===== config.mk =====
export PLATFORM = sky130hd
export DESIGN_NAME = nqueen_solver
export DESIGN_NICKNAME = d
export VERILOG_FILES = /design/src/rtl/nqueen_solver.sv
export SDC_FILE = /design/constraint.sdc
export NUM_CORES = 1
export LEC_CHECK = 0
export CAP_MARGIN = 20
export CELL_PAD_IN_SITES_DETAIL_PLACEMENT = 2
export CELL_PAD_IN_SITES_GLOBAL_PLACEMENT = 2
export CORE_MARGIN = 2
export CORE_UTILIZATION = 40
export CTS_CLUSTER_SIZE = 24
export DETAILED_ROUTE_END_ITERATION = 10
export DONT_BUFFER_PORTS = 1
export PLACE_DENSITY_LB_ADDON = 0.2
export SLEW_MARGIN = 40
export SYNTH_ARGS = -nofsm -noshare
export SYNTH_HDL_FRONTEND = slang
export SYNTH_SLANG_ARGS = --single-unit

===== constraint.sdc =====
create_clock -name clk -period 18.7 [get_ports clk]
set_input_delay 2.805 -clock clk [delete_from_list [all_inputs] [get_ports clk]]
set_output_delay 2.805 -clock clk [all_outputs]
set_load 0.02 [all_outputs]

===== src/rtl/nqueen_solver.sv =====
// -----------------------------------------------------------------------------
// nqueen_solver
//   Parametrised N-queens backtracking solver. Each row keeps its queen as a
//   one-hot column word (bit N-1 = column 0, the leftmost). A rejected
//   candidate shifts right by one. An all-zero word means the row has run out
//   of columns. A combinational attack check compares the candidate row with
//   every row placed above it in a single cycle. Every solution is streamed
//   out row by row over a valid/ready handshake.
//
//   Handshake: a beat transfers on a rising edge where out_valid && out_ready.
//   While out_valid is high and out_ready is low, out_data/out_row/out_last
//   hold. out_valid never drops without a transfer, except on reset.
//
//   Parameters
//     N      board size / number of queens (4..16)
//     CNT_W  width of solution_count (wraps)
//   Ports
//     clk            rising-edge clock
//     rst            asynchronous active-high reset
//     start          begin a new search (ignored while busy)
//     busy           search or emit in progress
//     done           search finished; cleared by the next accepted start
//     out_valid      solution beat valid
//     out_ready      consumer ready
//     out_data       one-hot queen column for row out_row
//     out_row        row index of the current beat
//     out_last       last beat of a solution (out_row == N-1)
//     solution_count solutions emitted since last start
//   Configuration macro
//     NQUEEN_FIRST_ONLY_EN  stop after the first solution has been emitted
// -----------------------------------------------------------------------------
module nqueen_solver #(
  parameter int N     = 8,
  parameter int CNT_W = 16
) (
  input  logic                 clk,
  input  logic                 rst,
  input  logic                 start,
  output logic                 busy,
  output logic                 done,
  output logic                 out_valid,
  input  logic                 out_ready,
  output logic [N-1:0]         out_data,
  output logic [$clog2(N)-1:0] out_row,
  output logic                 out_last,
  output logic [CNT_W-1:0]     solution_count
);

  localparam int R_W = $clog2(N);

  localparam logic [1:0] S_IDLE   = 2'd0;
  localparam logic [1:0] S_SEARCH = 2'd1;
  localparam logic [1:0] S_EMIT   = 2'd2;
  localparam logic [1:0] S_DONE   = 2'd3;

  localparam logic [N-1:0]   COL0     = {1'b1, {(N-1){1'b0}}};
  localparam logic [R_W-1:0] LAST_ROW = R_W'(N-1);

  logic [1:0]       state_q, state_d;
  logic [R_W-1:0]   r_q, r_d;
  logic [R_W-1:0]   k_q, k_d;
  logic [CNT_W-1:0] cnt_q, cnt_d;
  logic [N-1:0]     pos_q [N];
  logic [N-1:0]     pos_d [N];

  logic [N-1:0]     cand;
  logic             safe;

  // Attack check of the candidate against rows 0..r-1 only. Rows at or
  // below r hold stale words from earlier branches and must not count.
  always_comb begin
    cand = pos_q[r_q];
    safe = 1'b1;
    for (int j = 0; j < N; j++) begin
      if (j < int'(r_q)) begin
        if ((pos_q[j] == cand) ||
            (pos_q[j] == (cand << (int'(r_q) - j))) ||
            (pos_q[j] == (cand >> (int'(r_q) - j)))) begin
          safe = 1'b0;
        end
      end
    end
  end

  always_comb begin
    state_d = state_q;
    r_d     = r_q;
    k_d     = k_q;
    cnt_d   = cnt_q;
    for (int i = 0; i < N; i++) pos_d[i] = pos_q[i];

    case (state_q)
      S_IDLE, S_DONE: begin
        if (start) begin
          r_d      = '0;
          pos_d[0] = COL0;
          cnt_d    = '0;
          state_d  = S_SEARCH;
        end
      end

      S_SEARCH: begin
        if (cand == '0) begin
          if (r_q == '0) begin
            state_d = S_DONE;
          end else begin
            // Row exhausted: backtrack and advance the parent row.
            r_d                = r_q - 1'b1;
            pos_d[r_q - 1'b1]  = pos_q[r_q - 1'b1] >> 1;
          end
        end else if (!safe) begin
          pos_d[r_q] = cand >> 1;
        end else if (r_q != LAST_ROW) begin
          r_d               = r_q + 1'b1;
          pos_d[r_q + 1'b1] = COL0;
        end else begin
          k_d     = '0;
          state_d = S_EMIT;
        end
      end

      S_EMIT: begin
        if (out_ready) begin
          if (k_q == LAST_ROW) begin
            k_d          = '0;
            cnt_d        = cnt_q + 1'b1;
            // Move the last row on so the search resumes past this solution.
            pos_d[N-1]   = pos_q[N-1] >> 1;
`ifdef NQUEEN_FIRST_ONLY_EN
            state_d      = S_DONE;
`else
            state_d      = S_SEARCH;
`endif
          end else begin
            k_d = k_q + 1'b1;
          end
        end
      end

      default: state_d = S_IDLE;
    endcase
  end

  always_ff @(posedge clk or posedge rst) begin
    if (rst) begin
      state_q <= S_IDLE;
      r_q     <= '0;
      k_q     <= '0;
      cnt_q   <= '0;
      for (int i = 0; i < N; i++) pos_q[i] <= '0;
    end else begin
      state_q <= state_d;
      r_q     <= r_d;
      k_q     <= k_d;
      cnt_q   <= cnt_d;
      for (int i = 0; i < N; i++) pos_q[i] <= pos_d[i];
    end
  end

  // Outputs decode registered state only; data and row read zero outside EMIT.
  always_comb begin
    busy           = (state_q == S_SEARCH) || (state_q == S_EMIT);
    done           = (state_q == S_DONE);
    out_valid      = (state_q == S_EMIT);
    out_data       = out_valid ? pos_q[k_q] : '0;
    out_row        = out_valid ? k_q : '0;
    out_last       = out_valid && (k_q == LAST_ROW);
    solution_count = cnt_q;
  end

endmodule

==> flow_summary.ini, run 1 <==
[placement]
placed_area_um2 = 13300
dp.final_hpwl_um = 59600
post-place-ws_ns = 10.76
place_congestion = 1.08
port_buffers = 0

[critical_path]
crit_fanout = 41
ff2ff_path_depth = 19
worstPathRequired_ns = 18.98
path_class = register to register
cp-end-kind = register
rrSetupSlack_ns = 10.24
rr_endpoint = pos_q[30]$_DFFE_PP0P_
cp-start-kind = register
arrival_ns = 8.74
r2r-start = r_q[0]$_DFFE_PP0P_

[yosys]
yosysWarnings = 0
syn-mean-instance-area_um2 = 7.46
synth_top_area_frac = 0.171
synth-seq-cells = 88
synthArstFlopShare = 1.00
synth-seq-area-share = 0.171
yosys-top-cells-area = dfrtp_1 17%, xnor2_1 6.4%, mux4_2 5.4%, nand2_1 5.3%, a21oi_1 4.5%
synthFlopType = dfrtp_1
synth_nets = 1747
yosysMostFrequentCell = nand2_1
syn_area_um2 = 12900
synth_edf_count = 0
syn_inst = 1725
synth_cell_type_count = 89
yosys.area.top_type = dfrtp_1
synth_common_cells = 180 x nand2_1, 139 x clkbuf_1, 135 x nor2_1, 115 x a21oi_1, 94 x xnor2_1

[floorplanning]
pin_count = 35
dieArea_um2 = 33600
die_h_um = 183
core-area_um2 = 31600
start_util = 0.407
fp.dieW_um = 183
rows = 65

[hold_path]
min_from = solution_count[15]$_DFFE_PP0P_
holdPathEnd = solution_count[15]$_DFFE_PP0P_
holdCritPathClass = register to register
whs_path_depth = 2

[pwr]
leakagePower_nw = 5.03
ir_drop_mv = 0.0407
power.total_w = 0.000378
cellPowerDensity_nw_per_um2 = 27.7

[detailed_routing]
wirelength_um = 83600
dr_total_vias = 16500
drcViolationCount = 0
postRouteAntennaNets = 0
routed_via_density = 8.10
dr.pass1.iters = 6
wl_per_cell_um = 40.9
drt_iter0_drc = 2947

[timing]
clock_skew_ns = 0.00360
setup_tns_ns = 0
fmax_ghz = 0.118
slew_viol_final = 0
layout_min_cycle_time_ns = 8.46
final-setup-viol-count = 0
rsz0062_at_grt = no
post-route-worst-setup-slack_ns = 10.24
tightest_slew_ns = 1.01
finalCritPeriodShare = 0.453
hold_violations = 0
slew_headroom = 0.304

[grt]
grt_antenna_before_repair = 5
grt_pass1_vias = 16500
gr-total-overflow = 0
track_usage = 0.493
grt_pass1_wl_um = 120000
grt_max_degree = 70

[outcome]
outcome = complete, no violations

[clocking]
cts_resized = 0
hold_buffers = 0
cts_setup_buffers = 0
cts-htree-levels = 3
cts-root-buf = clkbuf_16
numClockSinks = 88
numCtsBuffers = 9
clkTransAtPathRegs_ns = 0.07
clk_latency_ns = 0.37
cts_tree = done
cts.path.max_buffers = 2

[flow_run]
drv_cap = 0

[final_layout]
drive_gt1_frac = 0.122
fin_area_um2 = 13600
seq_area_um2 = 2210
nFillCells = 3683
syn_to_final_growth_pct = 5.83
multiInputGateArea_um2 = 9800
finish.utilization = 0.430
nNetsFinal = 1654
-- stage by stage --
step | hold slack (ns) | std cells
detailed placement | 0.634 | 2021
CTS | 0.657 | 2037
floorplan | 0.533 | 1725
global placement | 0.611 | 2021
global route | 0.703 | 2039
finish | 0.682 | 2044
-- cell families after synthesis --
kind of cell | after synthesis | synth area share
AO/OA/AOI/OAI | 578 | 0.321
AND/OR/NAND/NOR | 577 | 0.217
buffers and inverters | 234 | 0.0731
XOR/XNOR | 119 | 0.0810
multiplexers | 111 | 0.119
flip-flops | 88 | 0.171
adder cells (fa/ha/maj) | 18 | 0.0175
-- power breakdown --
group / switching [W] / total, W / internal, W
sequential: 0 / 0.000190 / 0.000190
combinational: 0.00000394 / 0.00000412 / 0.000000184
clock: 0.0000909 / 0.000183 / 0.0000924
-- layout make-up --
class / count / area share
Antenna cell: 5 / 0.000919
Tap cell: 402 / 0.0369
Clock buffer: 9 / 0.0165
Sequential cell: 88 / 0.162
Inverter: 48 / 0.0134
Clock inverter: 7 / 0.00478
Multi-Input combinational cell: 1403 / 0.720
Timing Repair Buffer: 82 / 0.0452
-- placed cells by master, fill, tap and decap left out, drive strengths merged, types with 15 or more instances in the layout --
| cell type | n |
|---|---|
| nand3 | 46 |
| nor2 | 137 |
| a31oi | 16 |
| ha | 18 |
| and2 | 19 |
| buf | 81 |
| o21ai | 75 |
| o221ai | 15 |
| mux4 | 31 |
| o211ai | 19 |
| a32oi | 19 |
| o31ai | 16 |
| xnor2 | 94 |
| o2bb2ai | 39 |
| dfrtp | 88 |
| a21o | 19 |
| a211oi | 18 |
| inv | 48 |
| o22ai | 39 |
| and3 | 18 |
| a21oi | 115 |
| mux2i | 56 |
| nand2 | 181 |
| nor4 | 26 |
| o32ai | 16 |
| nor3 | 44 |
| a221oi | 15 |
| nand2b | 17 |
| a22oi | 38 |
| xor2 | 25 |
| nand4 | 26 |
| mux2 | 24 |
-- sequential cells by signal (all words and copies together), names as in the netlist --
| signal | flops |
|---|---|
| pos_q | 64 |
| state_q | 2 |
| r_q | 3 |
| solution_count | 16 |
| k_q | 3 |
-- worst max-delay path, stage by stage (launching register included) --
cell,delay [ns]
dfrtp_4,0.62
inv_2,0.61
buf_4,0.55
ha_1,0.24
inv_1,0.05
ha_1,0.26
buf_4,0.50
nand2_1,0.62
nor2_2,0.76
a21oi_1,0.15
o21ai_0,0.33
a311oi_1,0.10
nand4_1,0.14
o32ai_1,0.23
nor4_2,0.72
nand3b_4,0.49
nor2_2,0.64
buf_4,0.37
mux2i_1,0.65
o2bb2ai_1,0.22
-- routing by layer --
metal	global-route usage	routed length [µm]	share of wire	vias up
li1	-	-	-	6359
met5	0	40	0.00048	-
met2	0.707	33800	0.40	1396
met3	0.170	11600	0.14	461
met4	0.314	6740	0.081	6
met1	0.630	31400	0.38	8327
-- worst max-delay path by stage --
stage,from,to,slack [ns],depth (start not counted)
floorplan,r_q[0]$_DFFE_PP0P_,pos_q[40]$_DFFE_PP0P_,11.94,26
global placement,r_q[0]$_DFFE_PP0P_,pos_q[11]$_DFFE_PP0P_,10.45,19
detailed placement,r_q[0]$_DFFE_PP0P_,pos_q[30]$_DFFE_PP0P_,10.76,20
CTS,r_q[0]$_DFFE_PP0P_,pos_q[30]$_DFFE_PP0P_,10.68,18
global route,r_q[0]$_DFFE_PP0P_,pos_q[30]$_DFFE_PP0P_,10.16,18
finish,r_q[0]$_DFFE_PP0P_,pos_q[30]$_DFFE_PP0P_,10.24,19
Note: power is estimated with default switching activity, not from simulation.
==> run 2, diff against run 1 <==
--- a/config.mk
+++ b/config.mk
@@ -5,11 +5,12 @@
 export SDC_FILE = /design/constraint.sdc
 export NUM_CORES = 1
 export LEC_CHECK = 0
+export ABC_AREA = 1
 export CAP_MARGIN = 20
 export CELL_PAD_IN_SITES_DETAIL_PLACEMENT = 2
 export CELL_PAD_IN_SITES_GLOBAL_PLACEMENT = 2
 export CORE_MARGIN = 2
-export CORE_UTILIZATION = 40
+export CORE_UTILIZATION = 31
 export CTS_CLUSTER_SIZE = 24
 export DETAILED_ROUTE_END_ITERATION = 10
 export DONT_BUFFER_PORTS = 1
==> constraint.sdc (replaced) <==
create_clock -name clk -period 7.45 [get_ports clk]
set_input_delay 1.1175 -clock clk [delete_from_list [all_inputs] [get_ports clk]]
set_output_delay 1.1175 -clock clk [all_outputs]
set_load 0.02 [all_outputs]
==> run 2 against run 1 <==
  * Wire length is 7.2% lower
  * Area after synthesis down 1.6%
  * First-iteration DRC count fell by 53%
==> flow_summary.ini, run 2 <==
[critical_path]
worstPathRequired_ns = 7.76
slowest_stage = buf_4
cp-end-kind = register
cp-start-kind = register
arrival_ns = 6.15
slowest_delay_ns = 0.73
crit_buf_inv = 2
critical_path.cell_chain = buf_4 -> nand2_1 -> nand3_1 -> nand2_1 -> nand2_1 -> nand2_4 -> nand2_2 -> nand2_2 -> nand2_1 -> nand2_1 -> nand3_1 -> nand2_1 -> nand2_1 -> nor3_1 -> nand3_1 -> nand3_1 -> nand2_1 -> inv_2 -> nor2_8 -> nand3_4 -> o21a_1 -> nand2_1 -> nand2_1 -> nand2_1
cp-startpoint = r_q[0]$_DFFE_PP0P_
crit_family = simple AND/OR/NAND/NOR gates
r2r-start = r_q[0]$_DFFE_PP0P_
crit_path_frequent_cell = nand2_1
crit_fanout = 58
path_class = register to register

[yosys]
synth_nets = 2343
synth-seq-cells = 88
synth_edf_count = 0
yosysMostFrequentCell = nand2_1
synth_common_cells = 901 x nand2_1, 383 x nand3_1, 181 x nor2_1, 180 x inv_1, 88 x dfrtp_1
synth-seq-area-share = 0.174
synth_top_area_frac = 0.267
yosys-top-cells-area = nand2_1 27%, dfrtp_1 17%, nand3_1 15%, nor2_1 5.4%, inv_1 5.3%
synth_cell_type_count = 48
syn_inst = 2321
syn-mean-instance-area_um2 = 5.46
synthFlopType = dfrtp_1
syn_area_um2 = 12700
synthArstFlopShare = 1.00
yosysWarnings = 0
yosys.area.top_type = nand2_1

[final_layout]
drive_gt1_frac = 0.0672
nNetsFinal = 2278
nFillCells = 5283
fin_cells = 2793
antenna_cells = 0
syn_to_final_growth_pct = 5.82
max_flop_register = pos_q
layout_common_cells = 901 x nand2_1, 383 x nand3_1, 179 x inv_1
layout_commonest_cell = nand2_1
largest_reg_flops = 64

[floorplanning]
rows = 74
dieArea_um2 = 42500
start_util = 0.312
pin_count = 35
fp.dieW_um = 206
die_h_um = 206
core-area_um2 = 40600

[clocking]
cts_tree = done
cts_resized = 0
cts-htree-levels = 3
cts_setup_buffers = 0
clk_latency_ns = 0.38
hold_buffers = 0
cts.path.max_buffers = 2
clkTransAtPathRegs_ns = 0.07
numCtsBuffers = 9
numClockSinks = 88
cts-root-buf = clkbuf_16

[flow_run]
drv_cap = 0

[timing]
slew_headroom = 0.453
tightest_slew_ns = 0.817
fmax_ghz = 0.171
setup_tns_ns = 0
finalCritPeriodShare = 0.785
slew_viol_final = 0
final-setup-viol-count = 0
hold_violations = 0
clock_skew_ns = 0.0171
rsz0062_at_grt = no
post-route-worst-setup-slack_ns = 1.60
layout_min_cycle_time_ns = 5.85

[grt]
grt_pass1_vias = 17200
grt_max_degree = 61
grt_antenna_before_repair = 0
grt_pass1_wl_um = 114000
gr-total-overflow = 0
track_usage = 0.365

[detailed_routing]
postRouteAntennaNets = 0
dr.pass1.iters = 6
drt_iter0_drc = 1392
wl_per_cell_um = 27.8
drcViolationCount = 0
wirelength_um = 77600
routed_via_density = 5.99
dr_total_vias = 16700

[outcome]
outcome = complete, no violations

[placement]
place_congestion = 0.980
port_buffers = 0
dp_cells = 2777
post-place-ws_ns = 1.77
dp.final_hpwl_um = 60000

[hold_path]
holdCritPathClass = register to register
min_from = pos_q[7]$_DFFE_PP0P_
run 2: worst paths after layout:
kind / to / slack [ns] / cells past startpoint
max in group asynchronous: r_q[0]$_DFFE_PP0P_ / 5.80 / 2
setup reg to reg: pos_q[33]$_DFFE_PP0P_ / 1.60 / 24
hold / removal: pos_q[7]$_DFFE_PP0P_ / 0.56 / 2
setup / recovery: pos_q[33]$_DFFE_PP0P_ / 1.60 / 24
min in group asynchronous: pos_q[19]$_DFFE_PP0P_ / 0.61 / 1
hold reg to reg: pos_q[7]$_DFFE_PP0P_ / 0.56 / 2
run 2: cell families after synthesis:
group	after synthesis	synth area share
flip-flops	88	0.174
XOR/XNOR	57	0.0394
adder cells (fa/ha/maj)	18	0.0178
AND/OR/NAND/NOR	1629	0.569
AO/OA/AOI/OAI	214	0.0949
buffers and inverters	315	0.105
run 2: routing by layer:
layer  track usage  vias up  part of all wire
li1              -     7404                 -
met1         0.471     8464              0.42
met2         0.584      659              0.45
met3        0.0531      216             0.070
met4         0.203        0             0.063
met5             0        -                 0
run 2: metrics by stage:
| stage | instance area, µm² | hold WS [ns] | utilization |
|---|---|---|---|
| 2_1_floorplan | 12700 | 0.484 | - |
| 3_3_place_gp | 13000 | 0.513 | 0.322 |
| 3_5_place_dp | 13100 | 0.532 | 0.322 |
| 4_1_cts | 13400 | 0.553 | 0.330 |
| 5_1_grt | 13400 | 0.596 | 0.330 |
| 6_report | 13400 | 0.555 | 0.330 |
run 2: layout make-up:
cell class	count	area, µm²	share of cell area
Clock inverter	7	100	0.00747
Tap cell	532	666	0.0497
Clock buffer	9	225	0.0168
Inverter	201	762	0.0569
Multi-Input combinational cell	1918	9150	0.683
Sequential cell	88	2210	0.165
Timing Repair Buffer	38	289	0.0216
run 2: worst register-to-register path, stage by stage (launching register included):
cell	delay, ns
dfrtp_4	0.71
buf_4	0.74
nand2_1	0.15
nand3_1	0.13
nand2_1	0.14
nand2_1	0.26
nand2_4	0.38
nand2_2	0.34
nand2_2	0.29
nand2_1	0.19
nand2_1	0.10
nand3_1	0.10
nand2_1	0.06
nand2_1	0.06
nor3_1	0.05
nand3_1	0.08
nand3_1	0.22
nand2_1	0.16
inv_2	0.07
nor2_8	0.16
nand3_4	0.40
o21a_1	0.48
nand2_1	0.31
nand2_1	0.11
nand2_1	0.10
Power of run 2 is left out: the tool's default activity adds up to more than one toggle a clock period on the data nets, which glitch-free logic cannot reach.
